### src/rtl/input_conditioner_if.sv
// Bus between the raw input bank and the CPU switch port: pad inputs and clear/mask
// controls in, debounced level plus sticky event bits and interrupt out.
interface input_conditioner_if #(
  parameter int N_IN = 8
);
  logic [N_IN-1:0] raw_in;
  logic            rd_clr;
  logic [N_IN-1:0] irq_mask;
  logic [N_IN-1:0] level;
  logic [N_IN-1:0] press;
  logic [N_IN-1:0] release_evt;  // "release" is a reserved word, hence the suffix
  logic            irq;

  // No valid/ready handshake on this bus: level and event bits are continuously
  // readable, and rd_clr is a level request that acts only on its rising edge.
  modport master (
    output raw_in, rd_clr, irq_mask,
    input  level, press, release_evt, irq
  );

  modport slave (
    input  raw_in, rd_clr, irq_mask,
    output level, press, release_evt, irq
  );
endinterface

### src/rtl/input_conditioner.sv
// Synchronises, debounces and edge-latches a bank of raw push-button/switch inputs,
// exposing the stable level, sticky press/release events and a maskable press irq.
module input_conditioner #(
  parameter int N_IN       = 8,
  parameter int DEB_CYCLES = 625000,
  parameter int CNT_W      = 20
) (
  input  logic                clk_125mhz,
  input  logic                reset,
  input_conditioner_if.slave  bus
);

  localparam logic [CNT_W-1:0] DEB_LAST = CNT_W'(DEB_CYCLES - 1);

  logic [N_IN-1:0]  s1_q, s1_d;
  logic [N_IN-1:0]  s2_q, s2_d;
  logic [N_IN-1:0]  lvl_q, lvl_d;
  logic [CNT_W-1:0] cnt_q [N_IN];
  logic [CNT_W-1:0] cnt_d [N_IN];
  logic             rd_clr_q, rd_clr_d;
  logic [N_IN-1:0]  press_q, press_d;
  logic [N_IN-1:0]  release_q, release_d;
  logic [N_IN-1:0]  new_press;
  logic [N_IN-1:0]  new_release;
  logic             clr;

  always_comb begin
    s1_d        = bus.raw_in;
    s2_d        = s1_q;
    lvl_d       = lvl_q;
    cnt_d       = cnt_q;
    new_press   = '0;
    new_release = '0;
    rd_clr_d    = bus.rd_clr;

    // Any sample that agrees with the accepted level restarts qualification.
    for (int i = 0; i < N_IN; i++) begin
      if (s2_q[i] == lvl_q[i]) begin
        cnt_d[i] = '0;
      end else if (cnt_q[i] != DEB_LAST) begin
        cnt_d[i] = cnt_q[i] + 1'b1;
      end else begin
        lvl_d[i]       = s2_q[i];
        cnt_d[i]       = '0;
        new_press[i]   = s2_q[i];
        new_release[i] = ~s2_q[i];
      end
    end

    clr = bus.rd_clr & ~rd_clr_q;

    // Events qualifying in the clear cycle are kept; only older ones are dropped.
    if (clr) begin
      press_d   = new_press;
      release_d = new_release;
    end else begin
      press_d   = press_q | new_press;
      release_d = release_q | new_release;
    end
  end

  always_ff @(posedge clk_125mhz or posedge reset) begin
    if (reset) begin
      s1_q      <= '0;
      s2_q      <= '0;
      lvl_q     <= '0;
      rd_clr_q  <= 1'b0;
      press_q   <= '0;
      release_q <= '0;
      for (int i = 0; i < N_IN; i++) begin
        cnt_q[i] <= '0;
      end
    end else begin
      s1_q      <= s1_d;
      s2_q      <= s2_d;
      lvl_q     <= lvl_d;
      rd_clr_q  <= rd_clr_d;
      press_q   <= press_d;
      release_q <= release_d;
      cnt_q     <= cnt_d;
    end
  end

  assign bus.level       = lvl_q;
  assign bus.press       = press_q;
  assign bus.release_evt = release_q;
  assign bus.irq         = |(press_q & bus.irq_mask);

endmodule

### src/flat_wrapper.sv
// flat-port wrapper written by rule: the top's interface ports become plain ports
module input_conditioner_flat 
#(
  parameter int N_IN       = 8,
  parameter int DEB_CYCLES = 625000,
  parameter int CNT_W      = 20
)
  (clk_125mhz, reset, bus_raw_in, bus_rd_clr, bus_irq_mask, bus_level, bus_press, bus_release_evt, bus_irq);
  input_conditioner_if #(.N_IN(N_IN)) bus_i ();
  input  logic clk_125mhz;
  input  logic reset;
  input wire logic [$bits(bus_i.raw_in)-1:0] bus_raw_in;
  input wire logic [$bits(bus_i.rd_clr)-1:0] bus_rd_clr;
  input wire logic [$bits(bus_i.irq_mask)-1:0] bus_irq_mask;
  output wire logic [$bits(bus_i.level)-1:0] bus_level;
  output wire logic [$bits(bus_i.press)-1:0] bus_press;
  output wire logic [$bits(bus_i.release_evt)-1:0] bus_release_evt;
  output wire logic [$bits(bus_i.irq)-1:0] bus_irq;
  assign bus_i.raw_in = bus_raw_in;
  assign bus_i.rd_clr = bus_rd_clr;
  assign bus_i.irq_mask = bus_irq_mask;
  assign bus_level = bus_i.level;
  assign bus_press = bus_i.press;
  assign bus_release_evt = bus_i.release_evt;
  assign bus_irq = bus_i.irq;
  input_conditioner #(.N_IN(N_IN), .DEB_CYCLES(DEB_CYCLES), .CNT_W(CNT_W)) u_core (.clk_125mhz(clk_125mhz), .reset(reset), .bus(bus_i));
endmodule
### config.mk
export PLATFORM = sky130hd
export DESIGN_NAME = input_conditioner_flat
export DESIGN_NICKNAME = d
export VERILOG_FILES = /design/src/rtl/input_conditioner_if.sv /design/src/rtl/input_conditioner.sv /design/src/flat_wrapper.sv
export SDC_FILE = /design/constraint.sdc
export NUM_CORES = 1
export LEC_CHECK = 0
export ABC_AREA = 0
export BUFFER_PORTS_ARGS = -buffer_cell sky130_fd_sc_hd__buf_2
export CAP_MARGIN = 20
export CORE_AREA = 10 10 209 152
export CTS_CLUSTER_DIAMETER = 200
export DETAILED_ROUTE_END_ITERATION = 10
export DIE_AREA = 0 0 219 162
export GPL_ROUTABILITY_DRIVEN = 1
export PLACE_DENSITY = 0.5
export SKIP_LAST_GASP = 1
export SYNTH_ARGS = -nofsm -noshare
export SYNTH_HDL_FRONTEND = slang
export SYNTH_SLANG_ARGS = --single-unit
### constraint.sdc
create_clock -name clk_125mhz -period 7.62 [get_ports clk_125mhz]
set_input_delay 0.762 -clock clk_125mhz [delete_from_list [all_inputs] [get_ports clk_125mhz]]
set_output_delay 0.762 -clock clk_125mhz [all_outputs]
set_load 0.02 [all_outputs]
==> key figures, run 1 <==
Status
  • Run status: finished clean

Pwr
  • P_leak: 0.004345 uW
  • Reported net switching power: 485.2 uW
  • Maximum vdd drop: 0.1165 mV
  • Cell internal pwr: 1733 uW
  • Clock network fraction of total power: a little under half
  • Share of total power in combinational logic: 3.0%
  • Sw Ratio: 21.87%
  • Total Power: 2218 uW
  • Sequential power share: 49.5%
  • Power density over the cells: 202.1 mW/mm^2

Timing
  • Worst clock skew: 0.007951 ns
  • Time the worst path needs with I/O delays and setup: 2.526 ns
  • Total of endpoints with negative setup slack in the final report: 0
  • Total Neg Setup Slack: 0 ns
  • Number of hold violations in the final report: 0
  • Count of final max-slew check failures: 0
  • RSZ-0062 raised after global routing: false
  • Final critical-path share of the clock period: between 30% and 40%
  • Maximum clock frequency: between 0.3 and 0.4 GHz
  • Max_slew headroom: 29.80%
  • Worst Max-Slew Pin Slew: between 1 and 1.5 ns

Floorplan
  • Core area: 0.02757 mm^2
  • Die H: 162 um
  • I/O pin cnt: between 40 and 50
  • Chip width: 219 um
  • Initial standard-cell utilization of the core: a little over a third
  • Row cnt: 51
  • Area of the die: 0.03548 mm^2

Synth
  • Post-synthesis net count: 988
  • Count of different cell masters after synthesis: 47
  • Post-Syn Instances: 961
  • EDFF count, synth: 0
  • Most frequently used cell type in the post-synthesis netlist: sky130_fd_sc_hd__dfrtp_1
  • Flip-flop and latch count after synthesis: between 200 and 250
  • Cell types with the highest counts after synthesis: sky130_fd_sc_hd__dfrtp_1 (201), sky130_fd_sc_hd__nor2_1 (140), sky130_fd_sc_hd__xnor2_1 (84)
  • Biggest area consumer among synthesized cells: sky130_fd_sc_hd__dfrtp_1
  • Ys flop type: sky130_fd_sc_hd__dfrtp_1
  • Share of the synthesized area in the top cell type: between 50% and 60%
  • Share of synthesized area occupied by flip-flops and latches: 52.38%
  • Number of warning messages in the yosys log: 0
  • Mean area per synthesized cell: 9.991 um^2
  • Area contributors post-synth: sky130_fd_sc_hd__dfrtp_1 (52%), sky130_fd_sc_hd__xnor2_1 (7.7%), sky130_fd_sc_hd__nor2_1 (5.5%)
  • Mapped cell area: 0.009602 mm^2
  • Post-synth ARST share: 100.0%

CTS
  • Total number of clock tree sinks: 201
  • Insertion delay of the later-clocked pin in the worst-skew pair: roughly 0.5 ns
  • Number of hold buffers added after cts: 0
  • Max Root-Sink Buffers: 3
  • Cts repair resizes: 0
  • Root buffer cell: sky130_fd_sc_hd__clkbuf_16
  • TritonCTS Buffers: 22
  • Post-CTS setup buffer count: 0
  • Post-CTS clock slew at the launch and capture registers of the worst setup and hold paths: 0.06 ns
  • Depth of the CTS H-tree: 1
  • CTS tree: yes

Min path
  • Type of the most critical hold path: reg -> reg
  • Endpoint with the worst hold slack: u_core.s2_q[7]
  • Worst hold path stage count: 0
  • Start point of the worst min-delay path: u_core.s1_q[7]

Global routing
  • All-Layer GR Usage: 11.97%
  • Congestion Overflow GR: 0
  • Pin count of the biggest net entering global routing: ~140
  • Number of global-route vias before repair: 6816
  • Antenna violations before repair: 0
  • First-pass GRT wire length: ~36000 um

Worst setup path
  • Beginning of the worst register-to-register path: u_core.cnt_q[40]
  • Worst-case reg-to-reg path depth: 5
  • Kind of critical path: reg -> out
  • Flop2flop setup slack: 5.23 ns
  • Endpoint of the worst register-to-register path: u_core.cnt_q[43]
  • Worst-path maximum fanout: 3
  • Category of the worst setup path capture point: output port
  • Required arrival time at the worst endpoint: 6.86 ns
  • Crit path arrival time: 1.76 ns
  • Setup crit start kind: flip-flop

Drt
  • Vias per cell: 5.052
  • Antenna viol nets, final: 0
  • Number of detailed-routing iterations run before antenna repair: 5
  • Detailed-route DRC error count: 0
  • Total number of vias: between 7000 and 8000
  • Post-detailed-routing wire length: 20960 um
  • Routed wire per std cell: 14.98 um
  • Iteration-0 DRC count of the detailed router: 472

Place
  • Post-DP HPWL: 14520 um
  • Routability-driven placement congestion ratio: 0.7918
  • Number of input and output port buffers inserted: 43

Cells and area
  • # nets final: 1040
  • Share of cells above drive strength 1: 10.41%
  • Area Overhead vs Synth: 14.31%
  • Antenna cells: 0

Flow run
  • Max Cap Viol: 0
sequential cells by signal, indices dropped and copies added, names as in the netlist:
name,cells
u_core.bus.level,8
u_core.bus.press,8
u_core.bus.release_evt,8
u_core.cnt_q,160
u_core.rd_clr_q,1
u_core.s1_q,8
u_core.s2_q,8
layout by cell type (no fill, tap or decap), types with 8 or more instances in the layout:
master and count:
sky130_fd_sc_hd__dfrtp_1 201, sky130_fd_sc_hd__nor2_1 140, sky130_fd_sc_hd__xnor2_1 84, sky130_fd_sc_hd__nand3_1 62, sky130_fd_sc_hd__nand2_1 59, sky130_fd_sc_hd__nor4_1 48, sky130_fd_sc_hd__nand4_1 45, sky130_fd_sc_hd__buf_2 43
sky130_fd_sc_hd__xor2_1 31, sky130_fd_sc_hd__o21ai_0 30, sky130_fd_sc_hd__nor3_1 28, sky130_fd_sc_hd__a21oi_1 28, sky130_fd_sc_hd__inv_1 25, sky130_fd_sc_hd__clkbuf_16 23, sky130_fd_sc_hd__and3_1 18, sky130_fd_sc_hd__or3_1 16
sky130_fd_sc_hd__nand2b_1 15, sky130_fd_sc_hd__or4_1 13, sky130_fd_sc_hd__nor4bb_1 9, sky130_fd_sc_hd__or2_2 8, sky130_fd_sc_hd__o31ai_1 8, sky130_fd_sc_hd__ha_1 8
how the worst max path moves through the flow:
| stage | to | slack (ns) | from |
|---|---|---|---|
| 2_1_floorplan | u_core.bus.level[0] | 1.38 | reset |
| 3_3_place_gp | u_core.cnt_q[119] | 5.08 | reset |
| 3_5_place_dp | u_core.s1_q[4] | 5.08 | reset |
| 4_1_cts | bus_irq | 5.03 | u_core.bus.press[1] |
| 5_1_grt | u_core.cnt_q[52] | 4.99 | u_core.cnt_q[40] |
| 6_report | bus_irq | 5.09 | u_core.bus.press[1] |
power groups by stage:
| stage | sequential (uW) | clock (uW) | combinational, uW |
|---|---|---|---|
| after floorplan | 1110 | 0 | 47.8 |
| after global placement | 1120 | 0 | 70.0 |
| after detailed placement | 1120 | 0 | 69.8 |
| after CTS | 1100 | 1090 | 70.3 |
| after global routing | 1100 | 1130 | 78.2 |
| final | 1100 | 1050 | 66.9 |
logic make-up (layout without fill, tap and decap cells):
group | after synthesis | after routing | synth area share, %
buffers and inverters | 47 | 114 | 1.863
AOI/OAI and AO/OA | 83 | 83 | 5.160
adders and majority gates | 8 | 8 | 1.043
and+or+nand+nor | 493 | 493 | 27.51
xor gates and xnor gates | 115 | 115 | 10.49
DFF | 201 | 201 | 52.38
muxes | 14 | 14 | 1.551
metrics by stage:
| stage | area (um^2) | instances | hold slack (ns) | worst slack, ns | util [%] |
|---|---|---|---|---|---|
| global route | 10980 | 1399 | 0.3418 | 4.992 | 39.81 |
| finish | 10980 | 1399 | 0.3483 | 5.094 | 39.81 |
| floorplan | 9602 | 961 | 0.3312 | 1.376 | - |
| detailed placement | 10260 | 1360 | 0.3347 | 5.081 | 37.21 |
| global placement | 10240 | 1358 | 0.3334 | 5.075 | 37.14 |
| CTS | 10980 | 1399 | 0.3403 | 5.033 | 39.81 |
per-layer routing:
metal | vias to the layer above | track usage, % | part of all wire, %
li1 | 3571 | - | -
met1 | 3372 | 18.19 | 53
met2 | 95 | 17.04 | 41
met3 | 30 | 2.209 | 3.9
met4 | 0 | 2.657 | 1.8
met5 | - | 0 | 0
layout make-up:
cell class	count	area, um^2
well taps	371	464.2
repair buffers	49	264.0
inverters	26	105.1
multi-input cells	713	4393
fillers	2727	16590
flip-flops and latches	201	5030
clock inverters	7	60.06
clock buffers	32	659.4
worst max-delay path, stage by stage, from the launching register on:
cell	delay [ns]
sky130_fd_sc_hd__dfrtp_1	0.40
sky130_fd_sc_hd__a22oi_1	0.52
sky130_fd_sc_hd__nand4_1	0.14
sky130_fd_sc_hd__buf_2	0.19
No activity file was read; power rests on OpenSTA's default activity.
==> run 2: changes to the inputs <==
==> constraint.sdc (replaced) <==
create_clock -name clk_125mhz -period 2.7 [get_ports clk_125mhz]
set_input_delay 0.27 -clock clk_125mhz [delete_from_list [all_inputs] [get_ports clk_125mhz]]
set_output_delay 0.27 -clock clk_125mhz [all_outputs]
set_load 0.02 [all_outputs]
==> run 2 against run 1 <==
Against the previous run:
- hold slack lost 0.0034 ns
- sequential power grew to 2.8 times the previous value
- wire length grew 3.1%
- core utilization grew 1.1 points
- clock power grew to 3.1 times the previous value
- via count shrank 0.18%
- clock-buffer cell count shrank 4
- largest cell class unchanged
==> key figures, run 2 (synthesis results as in run 1) <==
Floorplan
  • I/O pin cnt: 44 (unchanged)
  • Initial standard-cell utilization of the core: 34.83% (unchanged)
  • Chip width: 219 um (unchanged)
  • Row cnt: 51 (unchanged)
  • Core area: 0.02757 mm^2 (unchanged)
  • Area of the die: 0.03548 mm^2 (unchanged)
  • Die H: 162 um (unchanged)

CTS
  • TritonCTS Buffers: 22 (unchanged)
  • Total number of clock tree sinks: 201 (unchanged)
  • Post-CTS clock slew at the launch and capture registers of the worst setup and hold paths: 0.06 ns (about the same)
  • CTS tree: yes
  • Depth of the CTS H-tree: 1 (unchanged)
  • Max Root-Sink Buffers: 3 (unchanged)
  • Post-CTS setup buffer count: 0 (unchanged)
  • Root buffer cell: sky130_fd_sc_hd__clkbuf_16
  • Insertion delay of the later-clocked pin in the worst-skew pair: 0.51 ns (about the same)

Cells and area
  • Storage cell area: 0.005030 mm^2 (unchanged)
  • Register bank with the most flops: u_core.cnt_q
  • Share of cells above drive strength 1: 11.52% (+1.1 points)
  • Antenna cells: 0 (unchanged)
  • Area of all placed cells without fillers: 0.01127 mm^2 (+2.7%)
  • Highest-count cells in the layout ignoring fill and taps: sky130_fd_sc_hd__dfrtp_1 (201), sky130_fd_sc_hd__nor2_1 (140), sky130_fd_sc_hd__xnor2_1 (84)
  • Number of fill cells in the layout: 2710 (-0.62%)
  • Flip-flop count of the largest register, all copies and words added: 160 (unchanged)
  • Area of combinational cells with multiple inputs: 0.004393 mm^2 (unchanged)
  • Area Overhead vs Synth: 17.42%
  • # nets final: 1061 (+2.0%)
  • Leading cell type in the layout, fill and taps excluded: sky130_fd_sc_hd__dfrtp_1

Flow run
  • Max Cap Viol: 0 (unchanged)

Drt
  • Met3 WL post-DR: 856 um (+3.8%)
  • Routed wire per std cell: 15.21 um (+1.5%)
  • Vias per cell: 4.965 (-1.7%)
  • Top routing layer in use: met4
  • Routed wire length on met2: 8786 um (+1.4%)
  • Iteration-0 DRC count of the detailed router: 424 (-10%)
  • Total number of vias: 7055 (-0.18%)
  • Routed metal-1 wirelength: 11480 um (+3.6%)
  • Post-detailed-routing wire length: 21620 um (+3.1%)
  • Antenna viol nets, final: 0 (unchanged)
  • Detailed-route DRC error count: 0 (unchanged)
  • Number of detailed-routing iterations run before antenna repair: 5 (unchanged)

Worst setup path
  • Category of the worst setup path capture point: flip-flop
  • First element of the critical path: u_core.cnt_q[80]
  • Endpoint of the worst register-to-register path: u_core.cnt_q[89]
  • Cell-by-cell listing of the critical path: ha_1 > and4_1 > nand4_1 > o41ai_4 > buf_4 > nor2_1
  • Critical Path Sink: u_core.cnt_q[89]
  • Beginning of the worst register-to-register path: u_core.cnt_q[80]
  • Required arrival time at the worst endpoint: 3.10 ns (-3.76 ns)
  • Worst-path maximum fanout: 10 (+7)
  • Worst-case reg-to-reg path depth: 6 (+1)
  • Crit path arrival time: 2.47 ns (+0.71 ns)
  • Flop2flop setup slack: 0.64 ns (-4.59 ns)
  • Kind of critical path: reg -> reg
  • Delay of the slowest cell on the worst path: 0.54 ns (+0.02 ns)
  • Cell with the largest stage delay on the worst path: sky130_fd_sc_hd__o41ai_4
  • Setup crit start kind: flip-flop

Timing
  • Final critical-path share of the clock period: 76.43%
  • Worst Max-Slew Pin Slew: 0.7603 ns (-0.2891 ns)
  • Total of endpoints with negative setup slack in the final report: 0 (unchanged)
  • Max_slew headroom: 49.20% (+19 points)
  • Total Neg Setup Slack: 0 ns (unchanged)
  • Maximum clock frequency: 0.4846 GHz
  • Number of hold violations in the final report: 0 (unchanged)
  • Worst clock skew: 0.01537 ns (+0.007418 ns)
  • RSZ-0062 raised after global routing: false
  • Count of final max-slew check failures: 0 (unchanged)
  • Time the worst path needs with I/O delays and setup: 2.064 ns

Place
  • Number of input and output port buffers inserted: 43 (unchanged)
  • Post-DP HPWL: 15160 um (+4.4%)
  • Cell area reported after detailed placement: 0.01038 mm^2 (+1.2%)
  • Routability-driven placement congestion ratio: 0.7902 (-0.20%)

Global routing
  • Antenna violations before repair: 0 (unchanged)
  • First-pass GRT wire length: 36710 um (+2.3%)
  • Pin count of the biggest net entering global routing: 71 (-48%)
  • Congestion Overflow GR: 0 (unchanged)
  • Number of global-route vias before repair: 6880 (+0.94%)
  • All-Layer GR Usage: 12.39% (+0.42 points)

Pwr
  • Power density over the cells: 581.8 mW/mm^2 (+190%)
  • Reported net switching power: 1406 uW (+190%)
  • Sequential power share: 47.2% (-2.3 points)
  • Share of total power in combinational logic: 3.4% (+0.4 points)
  • Cell internal pwr: 5154 uW (+200%)
  • Maximum vdd drop: 0.3452 mV (+200%)
  • Total Power: 6560 uW (+200%)
  • P_leak: 0.004478 uW (+3.1%)
  • Sw Ratio: 21.43% (-0.44 points)
  • Clock network fraction of total power: 49.4% (+1.9 points)

Status
  • Run status: finished clean

Min path
  • Type of the most critical hold path: reg -> reg
==> run 2: metrics by stage <==
| step | worst slack, ns | cells | hold WS, ns | util (%) |
|---|---|---|---|---|
| 3_3_place_gp | 0.7013 | 1371 | 0.3325 | 37.66 |
| 4_1_cts | 0.5966 | 1421 | 0.3489 | 40.90 |
| 2_1_floorplan | -0.1723 | 961 | 0.3014 | - |
| 3_5_place_dp | 0.6499 | 1371 | 0.3347 | 37.66 |
| 6_report | 0.6364 | 1421 | 0.3449 | 40.90 |
| 5_1_grt | 0.4690 | 1421 | 0.3590 | 40.90 |
==> run 2: how the worst min path moves through the flow <==
| stage | start | end | slack, ns | cells past startpoint |
|---|---|---|---|---|
| detailed placement | u_core.s1_q[3] | u_core.s2_q[3] | 0.33 | 0 |
| CTS | u_core.s1_q[3] | u_core.s2_q[3] | 0.35 | 0 |
| global route | u_core.s1_q[4] | u_core.s2_q[4] | 0.36 | 0 |
| global placement | u_core.s1_q[4] | u_core.s2_q[4] | 0.33 | 0 |
| finish | u_core.s1_q[3] | u_core.s2_q[3] | 0.34 | 0 |
| floorplan | bus_rd_clr | u_core.rd_clr_q | 0.30 | 0 |
==> run 2: power by group through the flow <==
stage | registers (uW) | clock network (uW) | logic, uW
floorplan | 3140 | 0 | 136
global placement | 3150 | 0 | 220
detailed placement | 3150 | 0 | 218
CTS | 3100 | 3380 | 230
global route | 3100 | 3500 | 254
finish | 3100 | 3240 | 220
==> run 2: what timing repair did <==
item,in CTS,in global routing
hold buffers,10,0
gates resized for setup,0,0
hold endpoints to repair,35,0
==> run 2: critical path: cells and delay by family, from the launching register on <==
family	cells	cell delay, ns
buffers and inverters	1	0.29
AO/OA/AOI/OAI	1	0.54
adder cells (fa/ha/maj)	1	0.30
flip-flops	1	0.40
AND/OR/NAND/NOR	3	0.41
==> run 2: cell type report <==
class	count	share of cell area, %
Clock inverter	12	1.498
Inverter	26	0.8989
Clock buffer	28	5.538
Tap cell	371	4.117
Multi-Input combinational cell	713	38.96
Sequential cell	201	44.61
Timing Repair Buffer	70	4.372
==> run 2: routing by layer <==
layer | GRT usage, % | vias to the layer above
met4 | 3.376 | 0
met5 | 0 | -
li1 | - | 3578
met2 | 16.97 | 94
met1 | 18.89 | 3350
met3 | 2.691 | 33
